<file path="config.mk">
export PLATFORM = sky130hd
export DESIGN_NAME = hdma_flat
export DESIGN_NICKNAME = d
export VERILOG_FILES = /design/src/rtl/hdma_pkg.sv /design/src/rtl/hdma_if.sv /design/src/rtl/hdma_mover.sv /design/src/rtl/hdma.sv /design/src/flat_wrapper.sv
export SDC_FILE = /design/constraint.sdc
export NUM_CORES = 1
export LEC_CHECK = 0
export CORE_UTILIZATION = 45
export CTS_BUF_LIST = sky130_fd_sc_hd__clkbuf_4 sky130_fd_sc_hd__clkbuf_8 sky130_fd_sc_hd__clkbuf_16
export DETAILED_ROUTE_END_ITERATION = 10
export MAX_ROUTING_LAYER = met4
export PLACE_DENSITY = 0.71
export SETUP_SLACK_MARGIN = 0.5
export SLEW_MARGIN = 20
export SYNTH_ARGS = -nofsm -noshare
export SYNTH_HDL_FRONTEND = slang
export SYNTH_HIERARCHICAL = 1
export SYNTH_SLANG_ARGS = --single-unit
</file>
<file path="constraint.sdc">
create_clock -name clk -period 2.9 [get_ports clk]
set_input_delay 0.58 -clock clk [delete_from_list [all_inputs] [get_ports clk]]
set_output_delay 0.58 -clock clk [all_outputs]
set_load 0.1 [all_outputs]
</file>
<file path="src/rtl/hdma_pkg.sv">
// Shared definitions for the Game Boy DMA family.
// States, MMIO register offsets and control bit positions.
package gb_dma_pkg;

   typedef enum logic [2:0] {
      S_IDLE,
      S_HB_WAIT,
      S_RD,
      S_WAIT,
      S_WR,
      S_NEXT
   } state_t;

   localparam logic [2:0] REG_SRC_HI = 3'd0;
   localparam logic [2:0] REG_SRC_LO = 3'd1;
   localparam logic [2:0] REG_DST_HI = 3'd2;
   localparam logic [2:0] REG_DST_LO = 3'd3;
   localparam logic [2:0] REG_CTRL   = 3'd4;

   localparam int MODE_BIT = 7;

endpackage

</file>
<file path="src/rtl/hdma_if.sv">
// MMIO, H-blank and shared-bus signals of the VRAM block-transfer unit.
// master is the DMA unit, slave is the CPU/bus side.
interface hdma_if;

   logic        mmio_wr;
   logic [2:0]  mmio_a;
   logic [7:0]  mmio_din;
   logic [7:0]  mmio_dout;
   logic        hblank_start;
   logic        dma_rd;
   logic        dma_wr;
   logic [15:0] dma_a;
   logic [7:0]  dma_din;
   logic [7:0]  dma_dout;
   logic        cpu_stall;
   logic        dma_occupy_extbus;
   logic        dma_occupy_vidbus;

   modport master (
      input  mmio_wr, mmio_a, mmio_din, hblank_start, dma_din,
      output mmio_dout, dma_rd, dma_wr, dma_a, dma_dout,
      output cpu_stall, dma_occupy_extbus, dma_occupy_vidbus
   );

   modport slave (
      output mmio_wr, mmio_a, mmio_din, hblank_start, dma_din,
      input  mmio_dout, dma_rd, dma_wr, dma_a, dma_dout,
      input  cpu_stall, dma_occupy_extbus, dma_occupy_vidbus
   );

endinterface

</file>
<file path="src/rtl/hdma_mover.sv">
// Byte engine: RD/WAIT/WR/NEXT sequencing with source/destination counters.
// Block-boundary decisions come from the control level through end_sel.
module hdma_mover
   import gb_dma_pkg::*;
#(
   parameter int BLOCK_BYTES = 16,
   parameter int ACCESS_WAIT = 1
) (
   input  logic        clk,
   input  logic        rst,
   input  logic        go_rd,
   input  logic        go_hb,
   input  logic        abort_hb,
   input  logic        hblank_start,
   input  logic        load,
   input  logic [15:0] src_init,
   input  logic [12:0] dst_init,
   input  state_t      end_sel,
   input  logic [7:0]  dma_din,
   output state_t      state,
   output logic        blk_end,
   output logic [15:0] src_cur,
   output logic        dma_rd,
   output logic        dma_wr,
   output logic [15:0] dma_a,
   output logic [7:0]  dma_dout
);

   localparam int LOG = $clog2(BLOCK_BYTES);
   localparam logic [2:0] WLAST =
      3'((ACCESS_WAIT > 0) ? ACCESS_WAIT - 1 : 0);

   state_t      state_nx;
   logic [15:0] src;
   logic [12:0] dst;
   logic [2:0]  wcnt;
   logic        last;

   assign last    = &src[LOG-1:0];
   assign blk_end = (state == S_NEXT) && last;
   assign src_cur = src;

   always_ff @(posedge clk) begin
      if (rst) state <= S_IDLE;
      else     state <= state_nx;
   end

   always_comb begin
      state_nx = state;
      unique case (state)
         S_IDLE: begin
            if (go_rd)      state_nx = S_RD;
            else if (go_hb) state_nx = S_HB_WAIT;
         end
         S_HB_WAIT: begin
            if (abort_hb)          state_nx = S_IDLE;
            else if (hblank_start) state_nx = S_RD;
         end
         S_RD:   state_nx = (ACCESS_WAIT == 0) ? S_WR : S_WAIT;
         S_WAIT: if (wcnt == WLAST) state_nx = S_WR;
         S_WR:   state_nx = S_NEXT;
         S_NEXT: state_nx = last ? end_sel : S_RD;
         default: state_nx = S_IDLE;
      endcase
   end

   always_ff @(posedge clk) begin
      if (rst) begin
         src      <= '0;
         dst      <= '0;
         wcnt     <= '0;
         dma_dout <= '0;
      end else begin
         if (load) begin
            src <= src_init;
            dst <= dst_init;
         end
         if (state == S_RD)   wcnt <= '0;
         if (state == S_WAIT) wcnt <= wcnt + 3'd1;
         // data is taken on the edge that enters WR
         if (state_nx == S_WR && state != S_WR)
            dma_dout <= dma_din;
         if (state == S_NEXT) begin
            src <= src + 16'd1;
            dst <= dst + 13'd1;
         end
      end
   end

   always_comb begin
      dma_a = '0;
      case (state)
         S_RD, S_WAIT: dma_a = src;
         S_WR:         dma_a = {3'b100, dst};
         default:      ;
      endcase
   end

   assign dma_rd = (state == S_RD);
   assign dma_wr = (state == S_WR);

endmodule

</file>
<file path="src/rtl/hdma.sv">
// CGB VRAM block-transfer unit (GDMA / HDMA) at FF51-FF55.
// Holds the MMIO registers, block count and mode/cancel control.
module hdma
   import gb_dma_pkg::*;
#(
   parameter int BLOCK_BYTES = 16,
   parameter int LEN_W       = 7,
   parameter int ACCESS_WAIT = 1
) (
   input logic   clk,
   input logic   rst,
   hdma_if.master bus
);

   localparam int LOG = $clog2(BLOCK_BYTES);

   logic [7:0]       src_hi;
   logic [7:LOG]     src_lo;
   logic [4:0]       dst_hi;
   logic [7:LOG]     dst_lo;
   logic             mode;
   logic             cancel_pend;
   logic             canceled;
   logic [LEN_W-1:0] rem;

   state_t      state;
   state_t      end_sel;
   logic        blk_end;
   logic [15:0] src_cur;
   logic        ctrl_wr;
   logic        wr_mode;
   logic        idle;
   logic        hdma_on;
   logic        start;
   logic        cancel_wr;
   logic        rearm;
   logic        last_blk;
   logic        stop;
   logic        stall;
   logic [7:0]  ctrl_rd;

   assign ctrl_wr   = bus.mmio_wr && (bus.mmio_a == REG_CTRL);
   assign wr_mode   = bus.mmio_din[MODE_BIT];
   assign idle      = (state == S_IDLE);
   assign hdma_on   = !idle && mode;
   assign start     = ctrl_wr && idle;
   assign cancel_wr = ctrl_wr && hdma_on && !wr_mode;
   assign rearm     = ctrl_wr && hdma_on && wr_mode;
   assign last_blk  = (rem == '0);
   assign stop      = cancel_wr || cancel_pend;

   always_comb begin
      end_sel = S_IDLE;
      if (rearm)         end_sel = S_HB_WAIT;
      else if (last_blk) end_sel = S_IDLE;
      else if (stop)     end_sel = S_IDLE;
      else if (!mode)    end_sel = S_RD;
      else               end_sel = S_HB_WAIT;
   end

   always_ff @(posedge clk) begin
      if (rst) begin
         src_hi      <= '0;
         src_lo      <= '0;
         dst_hi      <= '0;
         dst_lo      <= '0;
         mode        <= 1'b0;
         cancel_pend <= 1'b0;
         canceled    <= 1'b0;
         rem         <= '0;
      end else begin
         if (bus.mmio_wr) begin
            case (bus.mmio_a)
               REG_SRC_HI: src_hi <= bus.mmio_din;
               REG_SRC_LO: src_lo <= bus.mmio_din[7:LOG];
               REG_DST_HI: dst_hi <= bus.mmio_din[4:0];
               REG_DST_LO: dst_lo <= bus.mmio_din[7:LOG];
               default:    ;
            endcase
         end
         if (start) begin
            mode        <= wr_mode;
            rem         <= bus.mmio_din[LEN_W-1:0];
            cancel_pend <= 1'b0;
            canceled    <= 1'b0;
         end else if (rearm) begin
            rem         <= bus.mmio_din[LEN_W-1:0];
            cancel_pend <= 1'b0;
         end else if (cancel_wr) begin
            if (state == S_HB_WAIT) canceled    <= 1'b1;
            else                    cancel_pend <= 1'b1;
         end
         if (blk_end && !rearm) begin
            // the final decrement wraps rem to all ones
            rem         <= rem - LEN_W'(1);
            cancel_pend <= 1'b0;
            canceled    <= !last_blk && stop;
         end
      end
   end

   always_comb begin
      ctrl_rd = 8'hFF;
      if (!idle) begin
         ctrl_rd            = 8'h00;
         ctrl_rd[LEN_W-1:0] = rem;
      end else if (canceled) begin
         ctrl_rd            = 8'h80;
         ctrl_rd[LEN_W-1:0] = rem;
      end
   end

   assign bus.mmio_dout = (bus.mmio_a == REG_CTRL) ? ctrl_rd : 8'hFF;

   assign stall = (state == S_RD) || (state == S_WAIT) ||
                  (state == S_WR) || (state == S_NEXT);

   assign bus.cpu_stall         = stall;
   assign bus.dma_occupy_vidbus = stall;
   assign bus.dma_occupy_extbus = stall && (src_cur[15:13] != 3'b100);

   hdma_mover #(
      .BLOCK_BYTES (BLOCK_BYTES),
      .ACCESS_WAIT (ACCESS_WAIT)
   ) u_mover (
      .clk          (clk),
      .rst          (rst),
      .go_rd        (start && !wr_mode),
      .go_hb        (start && wr_mode),
      .abort_hb     (cancel_wr && (state == S_HB_WAIT)),
      .hblank_start (bus.hblank_start),
      .load         (start),
      .src_init     ({src_hi, src_lo, {LOG{1'b0}}}),
      .dst_init     ({dst_hi, dst_lo, {LOG{1'b0}}}),
      .end_sel      (end_sel),
      .dma_din      (bus.dma_din),
      .state        (state),
      .blk_end      (blk_end),
      .src_cur      (src_cur),
      .dma_rd       (bus.dma_rd),
      .dma_wr       (bus.dma_wr),
      .dma_a        (bus.dma_a),
      .dma_dout     (bus.dma_dout)
   );

endmodule

</file>
<file path="src/flat_wrapper.sv">
// flat-port wrapper written by rule: the top's interface ports become plain ports
module hdma_flat import gb_dma_pkg::*;
#(
   parameter int BLOCK_BYTES = 16,
   parameter int LEN_W       = 7,
   parameter int ACCESS_WAIT = 1
)
  (clk, rst, bus_mmio_wr, bus_mmio_a, bus_mmio_din, bus_hblank_start, bus_dma_din, bus_mmio_dout, bus_dma_rd, bus_dma_wr, bus_dma_a, bus_dma_dout, bus_cpu_stall, bus_dma_occupy_extbus, bus_dma_occupy_vidbus);
  hdma_if bus_i ();
  input logic clk;
  input logic rst;
  input wire logic [$bits(bus_i.mmio_wr)-1:0] bus_mmio_wr;
  input wire logic [$bits(bus_i.mmio_a)-1:0] bus_mmio_a;
  input wire logic [$bits(bus_i.mmio_din)-1:0] bus_mmio_din;
  input wire logic [$bits(bus_i.hblank_start)-1:0] bus_hblank_start;
  input wire logic [$bits(bus_i.dma_din)-1:0] bus_dma_din;
  output wire logic [$bits(bus_i.mmio_dout)-1:0] bus_mmio_dout;
  output wire logic [$bits(bus_i.dma_rd)-1:0] bus_dma_rd;
  output wire logic [$bits(bus_i.dma_wr)-1:0] bus_dma_wr;
  output wire logic [$bits(bus_i.dma_a)-1:0] bus_dma_a;
  output wire logic [$bits(bus_i.dma_dout)-1:0] bus_dma_dout;
  output wire logic [$bits(bus_i.cpu_stall)-1:0] bus_cpu_stall;
  output wire logic [$bits(bus_i.dma_occupy_extbus)-1:0] bus_dma_occupy_extbus;
  output wire logic [$bits(bus_i.dma_occupy_vidbus)-1:0] bus_dma_occupy_vidbus;
  assign bus_i.mmio_wr = bus_mmio_wr;
  assign bus_i.mmio_a = bus_mmio_a;
  assign bus_i.mmio_din = bus_mmio_din;
  assign bus_i.hblank_start = bus_hblank_start;
  assign bus_i.dma_din = bus_dma_din;
  assign bus_mmio_dout = bus_i.mmio_dout;
  assign bus_dma_rd = bus_i.dma_rd;
  assign bus_dma_wr = bus_i.dma_wr;
  assign bus_dma_a = bus_i.dma_a;
  assign bus_dma_dout = bus_i.dma_dout;
  assign bus_cpu_stall = bus_i.cpu_stall;
  assign bus_dma_occupy_extbus = bus_i.dma_occupy_extbus;
  assign bus_dma_occupy_vidbus = bus_i.dma_occupy_vidbus;
  hdma #(.BLOCK_BYTES(BLOCK_BYTES), .LEN_W(LEN_W), .ACCESS_WAIT(ACCESS_WAIT)) u_core (.clk(clk), .rst(rst), .bus(bus_i));
endmodule
</file>
==> flow_summary.json <==
{
  "status": "finished with violations",
  "failed_checks": "DRC",
  "crit_path_max_fanout": 17,
  "dieWidth_um": 97.7,
  "clock_tree.buffer_depth": 2,
  "yosysSeqAreaShare_pct": 35.9,
  "ys.warnings.count": 6,
  "rows": 34,
  "path_class": "reg2out",
  "antenna_cells": 0,
  "drc": 4,
  "synth.cells.most_frequent": "dfxtp_1, nor2_1, nand2_1",
  "setup_viol": 0,
  "antenna_found_initial": 0,
  "crit_chain": "buf_6 > or3_4 > o21a_4 > nand2b_2 > buf_12",
  "hold_path_class": "reg2reg",
  "p_leak_uw": 0.00209,
  "netlist_top_cells_area": "dfxtp_1, mux2i_1, nor2_1, a21oi_1, nand2_1",
  "gr-total-overflow": 0,
  "peakVddDrop_v": 0.000223,
  "syn_avg_cell_area_um2": 8.45,
  "crit_buf_inv": 2,
  "min_period_ns": 2.35,
  "globalplace.congestion": 0.849,
  "path_clk_slew_ns": 0.09,
  "setup.worst_path.start_class": "flip-flop",
  "io_pins": 60,
  "syn_inst": 488,
  "synthArstFlopShare_pct": 0,
  "cts_max_level": 3,
  "fin_cells": 688,
  "yosysTopAreaCell": "dfxtp_1",
  "grt_pass1_wl_um": 18300,
  "wl_per_cell_um": 16.7,
  "numCtsBuffers": 9,
  "skew_ns": 0.0121,
  "io_buffers": 59,
  "rsz0062_at_grt": "no",
  "grt_pass1_vias": 3746,
  "cts_tree": "yes",
  "syn-cell-area_um2": 4120,
  "slowest_delay_ns": 0.42,
  "drv_slew": 0,
  "crit_family": "simple AND/OR/NAND/NOR gates",
  "synth-seq-cells": 74,
  "end_kind": "output port",
  "gr-usage-all-layers_pct": 24.7,
  "drt_iter0_drc": 354,
  "worst-endpoint-required_ns": 2.32,
  "maxCapViolCount": 0,
  "fin_crit_sh_pct": 81.1,
  "clk_latency_ns": 0.34,
  "drive_gt1_share_pct": 26.0,
  "avgViaCountPerCell": 5.88,
  "first_pass_iters": 9,
  "num-fill-cells": 707,
  "initial_core_util_pct": 46.8,
  "area_delta_synth_final_pct": 36.9,
  "worst_pin_slew_ns": 0.721,
  "clock-sinks": 74,
  "power_per_cell_area_nw_per_um2": 372,
  "fmax_mhz": 425,
  "vias": 4047,
  "synth_edf_count": 0,
  "final_nets": 603,
  "slew_headroom_pct": 51.9,
  "fin_util_pct": 64.1,
  "antenna_left": 0,
  "die-area_um2": 9550,
  "grt_max_degree": 39,
  "worstPathArrival_ns": 1.77,
  "crit_slowest_cell": "or3_4",
  "die-height_um": 97.7,
  "root_buffer": "clkbuf_8",
  "ys.flop_type": "dfxtp_1",
  "core_area_um2": 8810,
  "hold_violations": 0,
  "hpwl_um": 8080,
  "placed_cells": 659,
  "synth.distinct_cells": 75,
  "synth.most_common_cell": "dfxtp_1",
  "holdBufCountCts": 0,
  "wirelength_um": 11500,
  "synth_top_area_share_pct": 35.9
}
[tightest hold or removal path: cells and delay by family (launching register included)]
| kind | cells | cell delay, ns |
|---|---|---|
| DFF | 1 | 0.32 |
| AOI/OAI and AO/OA | 1 | 0.05 |
| and+or+nand+nor | 1 | 0.05 |
[cell families (layout without fill, tap and decap cells)]
logic type / count (synthesis) / in the layout / share of synthesized area, %
other: 1 / 12 / 0.0910
flip-flops: 74 / 74 / 35.9
adder cells (fa/ha/maj): 5 / 5 / 1.52
AND/OR/NAND/NOR: 208 / 208 / 27.1
multiplexers: 29 / 29 / 7.07
XOR/XNOR: 7 / 7 / 1.49
buffers and inverters: 40 / 121 / 5.16
AO/OA/AOI/OAI: 124 / 124 / 21.6
[routing by layer]
| metal | up-vias | share of wire (%) | wire length, um | global-route usage (%) |
|---|---|---|---|---|
| met5 | - | 0 | 0 | - |
| met4 | 0 | 2.2 | 248 | 9.32 |
| met3 | 24 | 5.1 | 584 | 2.88 |
| met2 | 150 | 48 | 5510 | 40.1 |
| met1 | 1916 | 45 | 5130 | 31.4 |
| li1 | 1957 | - | - | - |
[layout make-up]
class	count	area, um^2	area share, %
clock buffers	10	138	2.44
inverters	10	37.5	0.665
flip-flops and latches	74	1490	26.4
repair buffers	95	1110	19.6
well taps	108	135	2.40
multi-input cells	385	2680	47.6
clock inverters	6	50.0	0.887
[flip-flops by register name, indices dropped and copies added, names as in the netlist, 4 cells and up]
register                 flops
u_core/rem                   7
u_core/u_mover/src_cur      16
u_core/u_mover/dst          13
u_core/dst_hi                5
u_core/u_mover/dma_dout      8
u_core/dst_lo                4
u_core/src_hi                8
u_core/src_lo                4
[per-stage QoR]
| stage | setup TNS (ns) | total power (uW) | hold slack, ns | setup WS, ns | instance area, um^2 |
|---|---|---|---|---|---|
| global route | 0 | 2170 | 0.498 | 0.487 | 5640 |
| floorplan | 0 | 1250 | 0.434 | 0.189 | 4300 |
| detailed placement | -0.662 | 1340 | 0.453 | -0.104 | 5240 |
| global placement | 0 | 1340 | 0.451 | 0.0434 | 5240 |
| CTS | 0 | 2100 | 0.465 | 0.500 | 5610 |
| finish | 0 | 2100 | 0.470 | 0.547 | 5640 |
[cell usage in the layout (no fill, tap or decap), types with 5 or more instances in the layout]
cell type and n:
and2_1 6, xor2_1 6, buf_12 27, nand2b_2 5
clkbuf_8 10, a22o_2 6, a221oi_1 6, nor3_1 18
dfxtp_1 70, a21oi_1 35, a211oi_1 12, o21ai_1 6
nand2b_1 19, nand2_1 38, nor2b_1 10, mux2i_1 28
conb_1 12, buf_4 43, inv_1 10, clkdlybuf4s50_1 17
and3_1 6, a22o_4 8, nor2_1 45, nand3_1 16
o21ai_0 12
[worst paths after layout]
path / start / endpoint / slack [ns] / depth (start not counted)
worst max-delay path: u_core/u_mover/state[2]$_SDFF_PP0_ / bus_mmio_dout[2] / 0.55 / 5
worst max register to register: u_core/rem[0]$_SDFFE_PP0P_ / u_core/u_mover/dma_dout[7]$_SDFFE_PP0P_ / 0.58 / 11
worst min-delay path: u_core/src_hi[6]$_SDFFE_PP0P_ / u_core/src_hi[6]$_SDFFE_PP0P_ / 0.47 / 2
worst min register to register: u_core/src_hi[6]$_SDFFE_PP0P_ / u_core/src_hi[6]$_SDFFE_PP0P_ / 0.47 / 2
[power breakdown]
part	leakage (uW)	internal, uW	switching [uW]
Clock	0.0000891	341	416
Sequential	0.000600	1030	25.3
Combinational	0.00140	121	164
Total	0.00209	1490	606
[timing repair]
| item | 4_1_cts | 5_1_grt |
|---|---|---|
| setup buffers | 12 | 1 |
| pin swaps | 6 | 2 |
| endpoints found under the setup margin | 35 | 30 |
| hold endpoints to repair | 0 | 0 |
| gates resized for setup | 24 | 9 |
No activity file was read; power rests on OpenSTA's default activity.
